$ cat src/rtl/byte_fifo_pkg.sv
// byte_fifo_pkg: shared types, width helper and constants for byte_fifo users
package byte_fifo_pkg;
  typedef enum logic {IDLE, LOCKED} arb_state_e;
  localparam int BYTE_W = 8;
  function automatic int clog2w(input int n);
    int w;
    w = 0;
    while ((1 << w) < n) w++;
    return (w < 1) ? 1 : w;
  endfunction
endpackage

$ cat src/rtl/byte_fifo_wr_arb_if.sv
// byte_fifo_wr_arb_if: requester beats in, byte_fifo write port out
interface byte_fifo_wr_arb_if import byte_fifo_pkg::*; #(
  parameter int NUM_REQ = 4,
  parameter int DATA_IN_BYTES_W = 16,
  parameter int FIFO_BYTE_W = 32,
  parameter int NUM_BYTES_IN_W = clog2w(DATA_IN_BYTES_W + 1),
  parameter int ADD_W = clog2w(FIFO_BYTE_W + 1),
  parameter int REQ_ID_W = clog2w(NUM_REQ)
) ();
  logic [NUM_REQ-1:0] req_valid;
  logic [NUM_REQ-1:0] req_last;
  logic [NUM_REQ*NUM_BYTES_IN_W-1:0] req_bytes;
  logic [NUM_REQ*DATA_IN_BYTES_W*BYTE_W-1:0] req_data;
  logic [NUM_REQ-1:0] req_ready;
  logic [ADD_W-1:0] fifo_num_bytes;
  logic fifo_in_valid;
  logic [DATA_IN_BYTES_W*BYTE_W-1:0] fifo_in_data;
  logic [NUM_BYTES_IN_W-1:0] fifo_num_bytes_in;
  logic [REQ_ID_W-1:0] fifo_in_id;
  modport master (
    input req_valid, req_last, req_bytes, req_data, fifo_num_bytes,
    output req_ready, fifo_in_valid, fifo_in_data, fifo_num_bytes_in, fifo_in_id
  );
  modport slave (
    output req_valid, req_last, req_bytes, req_data, fifo_num_bytes,
    input req_ready, fifo_in_valid, fifo_in_data, fifo_num_bytes_in, fifo_in_id
  );
endinterface

$ cat src/rtl/byte_fifo_rr_pick.sv
// byte_fifo_rr_pick: first valid requester at or after rr_ptr, with wrap-around
module byte_fifo_rr_pick #(
  parameter int NUM_REQ = 4,
  parameter int REQ_ID_W = 2
) (
  input  logic [NUM_REQ-1:0]  req_valid,
  input  logic [REQ_ID_W-1:0] rr_ptr,
  output logic [REQ_ID_W-1:0] grant,
  output logic                any_valid
);
  // scan farthest-to-nearest so the nearest valid requester is written last
  always_comb begin
    grant = rr_ptr;
    for (int k = NUM_REQ - 1; k >= 0; k--)
      if (req_valid[(32'(rr_ptr) + k) % NUM_REQ]) grant = REQ_ID_W'((32'(rr_ptr) + k) % NUM_REQ);
    any_valid = |req_valid;
  end
endmodule

$ cat src/rtl/byte_fifo_wr_arb.sv
// byte_fifo_wr_arb: round-robin, packet-locked arbiter for the byte_fifo write port
// Beats are forwarded through a registered stage only when the FIFO has guaranteed room.
module byte_fifo_wr_arb import byte_fifo_pkg::*; #(
  parameter int NUM_REQ = 4,
  parameter int DATA_IN_BYTES_W = 16,
  parameter int FIFO_BYTE_W = 32,
  parameter int NUM_BYTES_IN_W = clog2w(DATA_IN_BYTES_W + 1),
  parameter int ADD_W = clog2w(FIFO_BYTE_W + 1),
  parameter int REQ_ID_W = clog2w(NUM_REQ)
) (
  input  logic                clk,
  input  logic                rst,
  input  logic                sync_rst,
  byte_fifo_wr_arb_if.master  bus,
  output logic                err_len
);
  localparam int DW = DATA_IN_BYTES_W * BYTE_W;
  arb_state_e state_q, state_d;
  logic [REQ_ID_W-1:0] rr_ptr_q, rr_ptr_d, lock_id_q, lock_id_d, id_q, id_d, pick_id, g, rr_next;
  logic [NUM_BYTES_IN_W-1:0] nbytes_q, nbytes_d, g_bytes;
  logic [DW-1:0] data_q, data_d, g_data;
  logic [ADD_W:0] used, free;
  logic valid_q, valid_d, err_q, err_d;
  logic any_valid, grant_active, fits, xfer, good, done;

  byte_fifo_rr_pick #(.NUM_REQ(NUM_REQ), .REQ_ID_W(REQ_ID_W)) u_pick (
    .req_valid (bus.req_valid),
    .rr_ptr    (rr_ptr_q),
    .grant     (pick_id),
    .any_valid (any_valid)
  );

  always_comb begin
    g = (state_q == LOCKED) ? lock_id_q : pick_id;
    grant_active = (state_q == LOCKED) ? bus.req_valid[lock_id_q] : any_valid;
    g_bytes = bus.req_bytes[g*NUM_BYTES_IN_W +: NUM_BYTES_IN_W];
    g_data = bus.req_data[g*DW +: DW];
    // the beat still sitting in the output stage counts as occupied; drain is ignored
    used = (ADD_W+1)'(bus.fifo_num_bytes) + (valid_q ? (ADD_W+1)'(nbytes_q) : '0);
    free = (used >= (ADD_W+1)'(FIFO_BYTE_W)) ? '0 : (ADD_W+1)'(FIFO_BYTE_W) - used;
    fits = (ADD_W+1)'(g_bytes) <= free;
    xfer = grant_active & fits & ~sync_rst;
    good = (g_bytes != '0) && (32'(g_bytes) <= DATA_IN_BYTES_W);
    done = xfer & bus.req_last[g];
    rr_next = (32'(g) == NUM_REQ - 1) ? '0 : g + 1'b1;
    bus.req_ready = xfer ? NUM_REQ'(1) << g : '0;
    state_d = (sync_rst || done) ? IDLE : grant_active ? LOCKED : state_q;
    rr_ptr_d = sync_rst ? '0 : done ? rr_next : rr_ptr_q;
    lock_id_d = sync_rst ? '0 : grant_active ? g : lock_id_q;
    valid_d = xfer & good;
    data_d = sync_rst ? '0 : (xfer & good) ? g_data : data_q;
    nbytes_d = sync_rst ? '0 : (xfer & good) ? g_bytes : nbytes_q;
    id_d = sync_rst ? '0 : (xfer & good) ? g : id_q;
    err_d = ~sync_rst & (err_q | (xfer & (32'(g_bytes) > DATA_IN_BYTES_W)));
  end

  always_ff @(posedge clk or posedge rst) begin
    if (rst) begin
      state_q <= IDLE;
      rr_ptr_q <= '0;
      lock_id_q <= '0;
      valid_q <= 1'b0;
      data_q <= '0;
      nbytes_q <= '0;
      id_q <= '0;
      err_q <= 1'b0;
    end else begin
      state_q <= state_d;
      rr_ptr_q <= rr_ptr_d;
      lock_id_q <= lock_id_d;
      valid_q <= valid_d;
      data_q <= data_d;
      nbytes_q <= nbytes_d;
      id_q <= id_d;
      err_q <= err_d;
    end
  end

  assign bus.fifo_in_valid = valid_q;
  assign bus.fifo_in_data = data_q;
  assign bus.fifo_num_bytes_in = nbytes_q;
  assign bus.fifo_in_id = id_q;
  assign err_len = err_q;
endmodule

$ cat src/flat_wrapper.sv
// flat-port wrapper written by rule: the top's interface ports become plain ports
module byte_fifo_wr_arb_flat import byte_fifo_pkg::*;
#(
  parameter int NUM_REQ = 4,
  parameter int DATA_IN_BYTES_W = 16,
  parameter int FIFO_BYTE_W = 32,
  parameter int NUM_BYTES_IN_W = clog2w(DATA_IN_BYTES_W + 1),
  parameter int ADD_W = clog2w(FIFO_BYTE_W + 1),
  parameter int REQ_ID_W = clog2w(NUM_REQ)
)
  (clk, rst, sync_rst, err_len, bus_req_valid, bus_req_last, bus_req_bytes, bus_req_data, bus_fifo_num_bytes, bus_req_ready, bus_fifo_in_valid, bus_fifo_in_data, bus_fifo_num_bytes_in, bus_fifo_in_id);
  byte_fifo_wr_arb_if #(.NUM_REQ(NUM_REQ), .DATA_IN_BYTES_W(DATA_IN_BYTES_W), .FIFO_BYTE_W(FIFO_BYTE_W), .NUM_BYTES_IN_W(NUM_BYTES_IN_W), .ADD_W(ADD_W), .REQ_ID_W(REQ_ID_W)) bus_i ();
  input  logic clk;
  input  logic rst;
  input  logic sync_rst;
  output logic err_len;
  input wire logic [$bits(bus_i.req_valid)-1:0] bus_req_valid;
  input wire logic [$bits(bus_i.req_last)-1:0] bus_req_last;
  input wire logic [$bits(bus_i.req_bytes)-1:0] bus_req_bytes;
  input wire logic [$bits(bus_i.req_data)-1:0] bus_req_data;
  input wire logic [$bits(bus_i.fifo_num_bytes)-1:0] bus_fifo_num_bytes;
  output wire logic [$bits(bus_i.req_ready)-1:0] bus_req_ready;
  output wire logic [$bits(bus_i.fifo_in_valid)-1:0] bus_fifo_in_valid;
  output wire logic [$bits(bus_i.fifo_in_data)-1:0] bus_fifo_in_data;
  output wire logic [$bits(bus_i.fifo_num_bytes_in)-1:0] bus_fifo_num_bytes_in;
  output wire logic [$bits(bus_i.fifo_in_id)-1:0] bus_fifo_in_id;
  assign bus_i.req_valid = bus_req_valid;
  assign bus_i.req_last = bus_req_last;
  assign bus_i.req_bytes = bus_req_bytes;
  assign bus_i.req_data = bus_req_data;
  assign bus_i.fifo_num_bytes = bus_fifo_num_bytes;
  assign bus_req_ready = bus_i.req_ready;
  assign bus_fifo_in_valid = bus_i.fifo_in_valid;
  assign bus_fifo_in_data = bus_i.fifo_in_data;
  assign bus_fifo_num_bytes_in = bus_i.fifo_num_bytes_in;
  assign bus_fifo_in_id = bus_i.fifo_in_id;
  byte_fifo_wr_arb #(.NUM_REQ(NUM_REQ), .DATA_IN_BYTES_W(DATA_IN_BYTES_W), .FIFO_BYTE_W(FIFO_BYTE_W), .NUM_BYTES_IN_W(NUM_BYTES_IN_W), .ADD_W(ADD_W), .REQ_ID_W(REQ_ID_W)) u_core (.clk(clk), .rst(rst), .sync_rst(sync_rst), .bus(bus_i), .err_len(err_len));
endmodule
$ cat config.mk
export PLATFORM = sky130hd
export DESIGN_NAME = byte_fifo_wr_arb_flat
export DESIGN_NICKNAME = d
export VERILOG_FILES = /design/src/rtl/byte_fifo_pkg.sv /design/src/rtl/byte_fifo_wr_arb_if.sv /design/src/rtl/byte_fifo_rr_pick.sv /design/src/rtl/byte_fifo_wr_arb.sv /design/src/flat_wrapper.sv
export SDC_FILE = /design/constraint.sdc
export NUM_CORES = 1
export LEC_CHECK = 0
export ABC_AREA = 1
export CORE_AREA = 4 4 263 265
export DETAILED_ROUTE_END_ITERATION = 7
export DIE_AREA = 0 0 267 269
export PLACE_DENSITY = 0.38
export SETUP_SLACK_MARGIN = 0.05
export SYNTH_ARGS = -nofsm -noshare
export SYNTH_HDL_FRONTEND = slang
export SYNTH_SLANG_ARGS = --single-unit
$ cat constraint.sdc
create_clock -name clk -period 14.35 [get_ports clk]
set_clock_uncertainty 0.15 [all_clocks]
set_input_delay 2.87 -clock clk [delete_from_list [all_inputs] [get_ports clk]]
set_output_delay 2.87 -clock clk [all_outputs]
set_load 0.02 [all_outputs]
==> impl_metrics.json <==
{
  "area_growth_pct": 78.9,
  "slowest_stage": "inv_8",
  "grt_pass1_vias": 13400,
  "p_sw_share_pct": 51.5,
  "slew_headroom_pct": 27.4,
  "hold_slack_ps": 317,
  "crit_cells": 24,
  "ctsRootBufferMaster": "clkbuf_16",
  "dr.pass1.iters": 5,
  "dpl.cell_count": 3129,
  "final_area_um2": 18400,
  "p_leak_nw": 8.48,
  "ys_warn_count": 0,
  "sequentialPowerShare_pct": 19.4,
  "max-clock-path-buffers": 2,
  "synth_edf_count": 0,
  "crit_chain": "clkdlybuf4s50_1 -> inv_1 -> o21ai_2 -> nand2_1 -> nand2_1 -> nand2_1 -> nand2_1 -> nand3_1 -> nand3_2 -> nand2_8 -> inv_8 -> nand2_1 -> nand2_1 -> nand2_1 -> nand2_1 -> inv_1 -> ha_1 -> o31ai_1 -> nand3_1 -> a22oi_1 -> nand2_1 -> nand2_2 -> nor2_1 -> clkdlybuf4s50_1",
  "yosys.cell_types.count": 31,
  "numCtsBuffers": 17,
  "die_w_um": 267,
  "drcViolationCount": 0,
  "max_freq_mhz": 93.9,
  "track_usage_pct": 16.0,
  "critPathMaxFanout": 122,
  "die_h_um": 269,
  "pwr_density_cell_nw_per_um2": 174,
  "drive_above_1_share_pct": 2.67,
  "ys.flop_type": "dfrtp_1",
  "yosysMostFrequentCell": "nand2_1",
  "critPathTopFamily": "buffers and inverters",
  "path_common_cell": "nand2_1",
  "cts_num_sinks": 142,
  "overflow": 0,
  "finalCriticalPeriod_ps": 10650,
  "yosys-top-cells-area": "dfrtp_1 35%, nand2_1 32%, nand3_1 20%",
  "ctsHoldBuffers": 0,
  "placed_area_um2": 17800,
  "fin_crit_sh_pct": 74.2,
  "irDropWorstVdd_v": 0.0000881,
  "core_um2": 66800,
  "fin_nets": 2841,
  "die_area_um2": 71800,
  "finalWirelength_mm": 60.4,
  "synthesis.nets": 2239,
  "synth_seq_cells": 142,
  "finalSetupViolations": 0,
  "hold_viol_final": 0,
  "p_switching_mw": 1.65,
  "combinationalPowerShare_pct": 65.0,
  "route.antenna.remaining_nets": 0,
  "synth_top_area_share_pct": 34.6,
  "synth_commonest_cells": "885 x nand2_1, 407 x nand3_1, 142 x dfrtp_1, 73 x buf_2, 45 x inv_1",
  "avgSynthCellArea_um2": 6.15,
  "r2r_setup_slack_ps": 7850,
  "avgRoutedWirePerCell_um": 19.1,
  "tightest_slew_ps": 1090,
  "rows": 95,
  "viasPerCell": 4.18,
  "cap_violations": 0,
  "stdcell_count": 3168,
  "rsz0062_at_grt": "false",
  "ys_seq_area_share_pct": 34.6,
  "min_from": "u_core.bus.fifo_in_data[57]",
  "post-route-util_pct": 27.5,
  "reg2reg_depth": 29,
  "r2r-end": "u_core.bus.fifo_in_data[85]",
  "async_reset_ff_share_pct": 100,
  "fin_tns_setup_ps": 0,
  "outcome": "finished clean",
  "reg2reg_from": "u_core.rr_ptr_q[0]",
  "clkPwrFrac_pct": 15.6,
  "start_kind": "primary input",
  "maxSlewViolCount": 0,
  "hold_path.class": "reg -> reg",
  "holdPathEnd": "u_core.bus.fifo_in_data[57]",
  "cts_tree": "built",
  "dp_slack_ps": 3780,
  "power_mw": 3.20,
  "clk_latency_ps": 470,
  "cts-resized-gates": 0,
  "hpwl_mm": 45.4,
  "cts_setup_buffers": 0,
  "syn_inst": 1673,
  "place_congestion": 0.905,
  "internal_power_mw": 1.55,
  "grt_pass1_wl_mm": 86.7,
  "path_class": "in -> out",
  "num_vias": 13200,
  "endpoint_kind": "output pin",
  "fin_ws_ps": 3700,
  "io_buffers": 689,
  "cp_data_required_time_ps": 11330,
  "grt_max_degree": 123,
  "syn-cell-area_um2": 10300,
  "critPathBufInv": 5,
  "antenna_found_initial": 12,
  "clk_pin_slew_ps": 60,
  "cpPeakStageDelay_ps": 690,
  "start_util_pct": 15.4,
  "synth_top_cell_by_area": "dfrtp_1",
  "critPathArrivalTime_ps": 7630,
  "ios": 690,
  "whs_path_depth": 2,
  "drt_iter0_markers": 588,
  "htree_levels": 4
}
-- cell usage in the layout, fill, tap and decap left out, types with 2 or more instances in the layout --
cell	instances
inv_1	44
clkbuf_16	17
buf_4	10
bufinv_16	3
or2_2	3
dfrtp_1	142
diode_2	7
ha_1	16
clkbuf_8	2
nand2_2	3
nand2_1	884
nor3_1	2
nand3_1	407
inv_6	7
a21oi_1	8
clkinv_4	2
clkdlybuf4s50_1	689
o211ai_1	5
inv_4	4
inv_2	2
xor2_1	2
and2_1	2
o21ai_0	5
nor2_1	15
inv_8	2
-- flip-flops by register name, indices dropped and copies added (netlist names) --
signal / cells
u_core.bus.fifo_num_bytes_in: 5
u_core.lock_id_q: 2
u_core.bus.fifo_in_data: 128
u_core.rr_ptr_q: 2
u_core.bus.fifo_in_valid: 1
u_core.state_q: 1
u_core.err_len: 1
u_core.bus.fifo_in_id: 2
-- worst min-delay path: stages (launching register included) --
cell	delay, ps
dfrtp_1	340
nand2_1	50
nand2_1	40
-- worst max path at each step --
stage	from	slack [ps]	to
final	bus_req_valid[1]	3700	bus_req_ready[0]
after global placement	bus_req_valid[1]	3950	bus_req_ready[0]
after detailed placement	bus_req_valid[1]	3780	bus_req_ready[0]
after floorplan	bus_fifo_num_bytes[0]	5870	bus_req_ready[0]
after CTS	bus_req_valid[1]	3770	bus_req_ready[1]
after global routing	bus_req_valid[3]	3300	bus_req_ready[1]
-- power by group through the flow --
stage / clock network [mW] / logic [mW] / registers, mW
after global placement: 0 / 2.13 / 0.624
after CTS: 0.525 / 2.13 / 0.623
after detailed placement: 0 / 2.13 / 0.628
after floorplan: 0 / 1.15 / 0.767
final: 0.500 / 2.08 / 0.620
after global routing: 0.539 / 2.32 / 0.639
-- metal layers --
| metal | GRT usage (%) | share of wire [%] | vias to the layer above |
|---|---|---|---|
| met2 | 28.8 | 51 | 474 |
| met3 | 5.78 | 8.6 | 66 |
| met4 | 5.10 | 2.1 | 10 |
| met1 | 17.7 | 38 | 6134 |
| met5 | 0 | 0.10 | - |
| li1 | - | - | 6562 |
-- layout make-up --
class | instances | area (µm²)
diodes | 7 | 17.5
clock buffers | 20 | 457
clock inverters | 12 | 171
fillers | 7397 | 48400
inverters | 52 | 218
multi-input cells | 1363 | 5920
flip-flops and latches | 142 | 3550
well taps | 873 | 1090
repair buffers | 699 | 6970
-- kinds of logic (layout without fill, tap and decap cells) --
logic type      Yosys count  in the layout  synth area share (%)
buf+inv                 168            783                  8.08
flops                   142            142                  34.6
other cells               0              7                     0
compound gates           22             22                  1.29
simple gates           1321           1321                  53.6
xor+xnor                  3              3                 0.329
fa+ha+maj                17             17                  2.14
No activity file was read; power rests on OpenSTA's default activity.
==> RTL change 1, RTL diff (same settings) <==
Set the package constant `BYTE_W` to 7 (it was 8).
--- a/src/rtl/byte_fifo_pkg.sv
+++ b/src/rtl/byte_fifo_pkg.sv
@@ -3,3 +3,3 @@
   typedef enum logic {IDLE, LOCKED} arb_state_e;
-  localparam int BYTE_W = 8;
+  localparam int BYTE_W = 7;
   function automatic int clog2w(input int n);
Ports: changed (resized bus_fifo_in_data and bus_req_data); port bits go from 690 to 610. No check against the original RTL was run, so the function may have changed too.
==> RTL change 1 against the original RTL <==
- area after synthesis is 2.1% lower
- fmax grew 4.3%
- design area is 6.1% lower
- wire length is 11% lower
- count of clock-buffer cells in the layout is 2 lower
- core utilization down 1.7 points
- sequential cell count decreased by 16
- worst setup slack improved by 0.44 ns
- power increased by 14%
- critical path type unchanged
==> RTL change 1: results (changes against the original RTL) <==
The run gives 0.3608 ns (+0.04342 ns) as the hold slack. The maximum fanout encountered on the critical timing path is 75 (-39%), and the flip-flop count of the largest register, all copies and words added is 112 (-13%). The number of distinct library cells after synthesis is 36 (+16%). For the largest voltage drop on the vdd net, the log shows 0.1511 mV (+72%).

The run gives 25.88% (-1.5 points) as the worst max-slew margin expressed relative to the limit. The logs give 1507 (-9.9%) for the gate count after technology mapping and 653 uW (+5.3%) for the power attributed to sequential cells. The tools report the sequential cell area fraction in the yosys report as 31.32% (-3.2 points). For hold timing, the worst endpoint is u_core.bus.fifo_in_data[24].

The reg-to-reg setup timing slack was 8.16 ns (+0.31 ns); the adder-cell share of the synthesized area was 2.187% (+0.046 points). The DRC marker count from the first detailed-route iteration is 557 (-5.3%), and the fraction of final layout cells sized beyond drive strength 1 is 7.982% (+5.3 points). The number of nets in the finished design was 2531 (-11%). The commonest cells after synthesis are sky130_fd_sc_hd__nand2_1, sky130_fd_sc_hd__nand3_1, sky130_fd_sc_hd__dfrtp_1. The delay of the slowest critical-path stage is 0.62 ns (-0.07 ns).

The net count after synthesis was 2009 (-10%); the post-place setup slack was 4.147 ns (+0.3658 ns). For this design, the slowest cell found on the critical path is sky130_fd_sc_hd__clkdlybuf4s50_1. The fill cell instance count of the final layout was 7407 (+0.14%). The tools report the via count of the first global-routing pass as 12220 (-8.5%). For the wire length of the first global-routing pass, the log shows 77340 um (-11%).

The final weighted congestion in routability-driven placement was 0.8510 (-5.9%). Half-perimeter wire length after placement: 40550 um (-11%). The run gives 13.5% (-2.1 points) as the power share of the clock group. The run finished with clean final reports. The tools report the wire length reported by the detailed router as 53590 um (-11%).

In this run the critical register-to-register path is captured at u_core.bus.fifo_in_data[107]. The routed via count divided by cell count works out to 4.151 (-0.72%). The run gives 92 (-25%) as the pin count of the biggest net entering global routing. The overall power is 3.660 mW (+14%), and the placed cell area is 16610 sq um (-6.4%). The run gives 7.631 nW (-10%) as the static power due to leakage. By area the synthesized netlist is led by sky130_fd_sc_hd__dfrtp_1, sky130_fd_sc_hd__nand2_1, sky130_fd_sc_hd__nand3_1. The post-detailed-route wirelength per cell is 18.36 um (-3.7%).

The XOR/XNOR share of the synthesized area is 0.3231% (-0.0054 points). Startpoint of the most critical hold path: u_core.bus.fifo_in_data[24]. The number of I/O port buffers came out at 609 (-12%). The tools report the endpoint arrival time on the critical path as 7.19 ns (-0.44 ns). The kind of cell with the highest combined delay along the critical path is buffers and inverters. For the number of placed instances, taps included, the log shows 2883 (-7.9%).

The worst reg2reg path depth is 31 (+6.9%), and the fraction of power spent switching nets is 53.82% (+2.4 points). The run gives 14.21% (-1.8 points) as the global-route usage over all layers. The first-pass iteration count of the detailed router is 7 (+2). Number of antenna violations at the first check in global routing: 5 (-7).

The synthesized-area fraction occupied by ao, oa, aoi and oai cells was 1.417% (+0.13 points).
RTL change 1: cell count changes after synthesis, sizes merged, moves of 2 or more:
cell | unedited run | this run
o21ai | 6 | 8
nand2 | 889 | 668
nor2 | 15 | 12
clkbuf | 13 | 8
buf | 103 | 109
o22ai | 0 | 2
nand3 | 408 | 479
dfrtp | 142 | 126
inv | 52 | 50
nor3 | 3 | 1
RTL change 1: cell type report:
cell class                 count  share of cell area (%)
multi-input combinational   1213                   34.60
timing repair buffer         620                   35.79
clock buffer                  18                   2.544
sequential                   126                   18.26
clock inverter                14                   1.188
antenna                        4                 0.05798
inverter                      51                   1.239
tap                          873                   6.327
RTL change 1: cell families (layout without fill, tap and decap cells):
kind of cell	Yosys count	in the layout
AND/OR/NAND/NOR	1169	1169
buffers and inverters	168	703
flip-flops	126	126
AO/OA/AOI/OAI	25	25
adder cells (fa/ha/maj)	17	17
XOR/XNOR	2	2
other	0	4
RTL change 1: worst max-delay path by stage:
stage                  endpoint  slack (ns)  cells past startpoint                   from
6_report       bus_req_ready[3]        4.14                     26       bus_req_valid[1]
3_3_place_gp   bus_req_ready[3]        4.11                     26       bus_req_valid[1]
3_5_place_dp   bus_req_ready[3]        4.15                     26       bus_req_valid[1]
4_1_cts        bus_req_ready[3]        4.13                     26       bus_req_valid[1]
2_1_floorplan  bus_req_ready[0]        5.77                     19  bus_fifo_num_bytes[0]
5_1_grt        bus_req_ready[3]        3.56                     26       bus_req_valid[1]
RTL change 1: per-layer routing:
layer	track usage (%)	vias up	wire length, um
met1	16.54	5664	21520
met5	0	-	0
met2	25.22	441	27230
met4	4.440	0	1065
li1	-	5965	-
met3	4.179	47	3767
==> RTL change 2, RTL diff (same settings) <==
Made on the original files. Register the output `err_len` once more, cleared by the reset; this adds one clock of latency there. The other outputs are not delayed to match.
--- a/src/rtl/byte_fifo_wr_arb.sv
+++ b/src/rtl/byte_fifo_wr_arb.sv
@@ -82,3 +82,9 @@
   assign bus.fifo_in_id = id_q;
-  assign err_len = err_q;
+  always_ff @(posedge clk or posedge rst) begin
+    if (rst) begin
+      err_len <= '0;
+    end else begin
+      err_len <= err_q;
+    end
+  end
 endmodule
Function: not settled (the Yosys comparison gave no result); the edit may change what the design does.
==> RTL change 2 against the original RTL <==
- largest cell class unchanged
- fmax increased by 2.3%
- power down 11%
- design area grew 2.4%
- highest routed layer unchanged
- sequential cell count increased by 1
- wire length increased by 7.3%
- area after synthesis is 6.9% higher
- non-clock buffer count is 2 higher
- clock power is 6.2% lower
- worst setup slack improved by 0.24 ns
- sequential power fell by 16%
- critical path type unchanged
- combinational power fell by 11%
==> RTL change 2: results (changes against the original RTL) <==
The net count after synthesis is 2253 (+0.63%), and the hold slack is 0.2288 ns (-0.08863 ns). The critical path starts at bus_req_valid[3]. Capture point of the critical path: bus_req_ready[1].

Half-perimeter wire length after placement: 48300 um (+6.3%). After synthesis, the cell types taking the most area are sky130_fd_sc_hd__dfrtp_1, sky130_fd_sc_hd__nand2_1, sky130_fd_sc_hd__nand3_1. The slowest stage of the critical path is the sky130_fd_sc_hd__inv_4 cell.

Via count of the first global-routing pass: 14090 (+5.4%). The flow ran to the end, and the final reports show no timing, DRC or antenna violations. Met2 usage in global routing: 29.78% (+0.98 points).

The fraction of final layout cells sized beyond drive strength 1 was 4.983% (+2.3 points). The tools report the number of distinct library cells after synthesis as 32 (+3.2%). The reg-to-reg setup timing slack is 8.29 ns (+0.44 ns). The synthesized area per cell was 6.515 sq um (+6.0%).

The met3 usage in global routing was 6.424% (+0.65 points). The worst hold path terminates at u_core.err_len. The total length of routed met2 wires was 31610 um (+2.0%); the delay of the slowest critical-path stage was 0.86 ns (+0.17 ns).

For the worst setup slack after layout, the log shows 3.943 ns (+0.2434 ns). Counting instances in the post-synthesis netlist gives the leading cell types as sky130_fd_sc_hd__nand2_1, sky130_fd_sc_hd__nand3_1, sky130_fd_sc_hd__dfrtp_1. The sum of routed wire segments on met1 was 26030 um (+14%). For the static power due to leakage, the log shows 8.347 nW (-1.5%).

The routed via count divided by cell count is 4.298 (+2.8%). The worst reg2reg path depth was 25 (-14%); the sequential cell area fraction in the yosys report was 32.56% (-2.0 points). The tools report the worst reg2reg path endpoint as u_core.bus.fifo_in_id[1].

The number of instances on the worst hold path is 0 (-2), and the global-route usage over all layers is 17.22% (+1.2 points). In this run the most critical hold path is launched from u_core.err_q.
RTL change 2: cell count changes in the layout (fill, tap and decap cells not counted), moves of 4 or more:
| cell | before | now |
|---|---|---|
| sky130_fd_sc_hd__o21ai_0 | 5 | 10 |
| sky130_fd_sc_hd__nand3_2 | 1 | 51 |
| sky130_fd_sc_hd__nand3_1 | 407 | 498 |
| sky130_fd_sc_hd__o211ai_1 | 5 | 0 |
| sky130_fd_sc_hd__inv_1 | 44 | 36 |
| sky130_fd_sc_hd__clkinv_2 | 0 | 4 |
| sky130_fd_sc_hd__nand2_1 | 884 | 748 |
RTL change 2: critical path: cells and delay by family:
kind	cells	cell delay (ns)
buffers and inverters	5	2.08
and+or+nand+nor	13	1.41
AOI/OAI and AO/OA	4	0.62
adders and majority gates	1	0.26
RTL change 2: power groups by stage:
stage / Clock (mW) / Sequential, mW / Combinational, mW
final: 0.469 / 0.519 / 1.86
after global routing: 0.505 / 0.528 / 2.09
after CTS: 0.496 / 0.521 / 1.92
after detailed placement: 0 / 0.528 / 1.91
after global placement: 0 / 0.525 / 1.91
after floorplan: 0 / 0.582 / 1.25
RTL change 2: final cells by class:
type                            instances  area (sq um)
Clock inverter                         13         137.6
Tap cell                              873          1092
Sequential cell                       143          3578
Antenna cell                            6         15.01
Clock buffer                           19         452.9
Fill cell                            7318         47960
Multi-Input combinational cell       1368          6396
Timing Repair Buffer                  701          6987
Inverter                               44         177.7
RTL change 2: logic make-up (layout without fill, tap and decap cells):
logic type                 count (synthesis)  after routing  synth area share (%)
other                                      0              6                     0
xor gates and xnor gates                   3              3                0.3074
and+or+nand+nor                         1325           1325                 54.37
adders and majority gates                 17             17                 2.004
DFF                                      143            143                 32.56
buffers and inverters                    176            777                 9.597
AOI/OAI and AO/OA                         23             23                 1.161
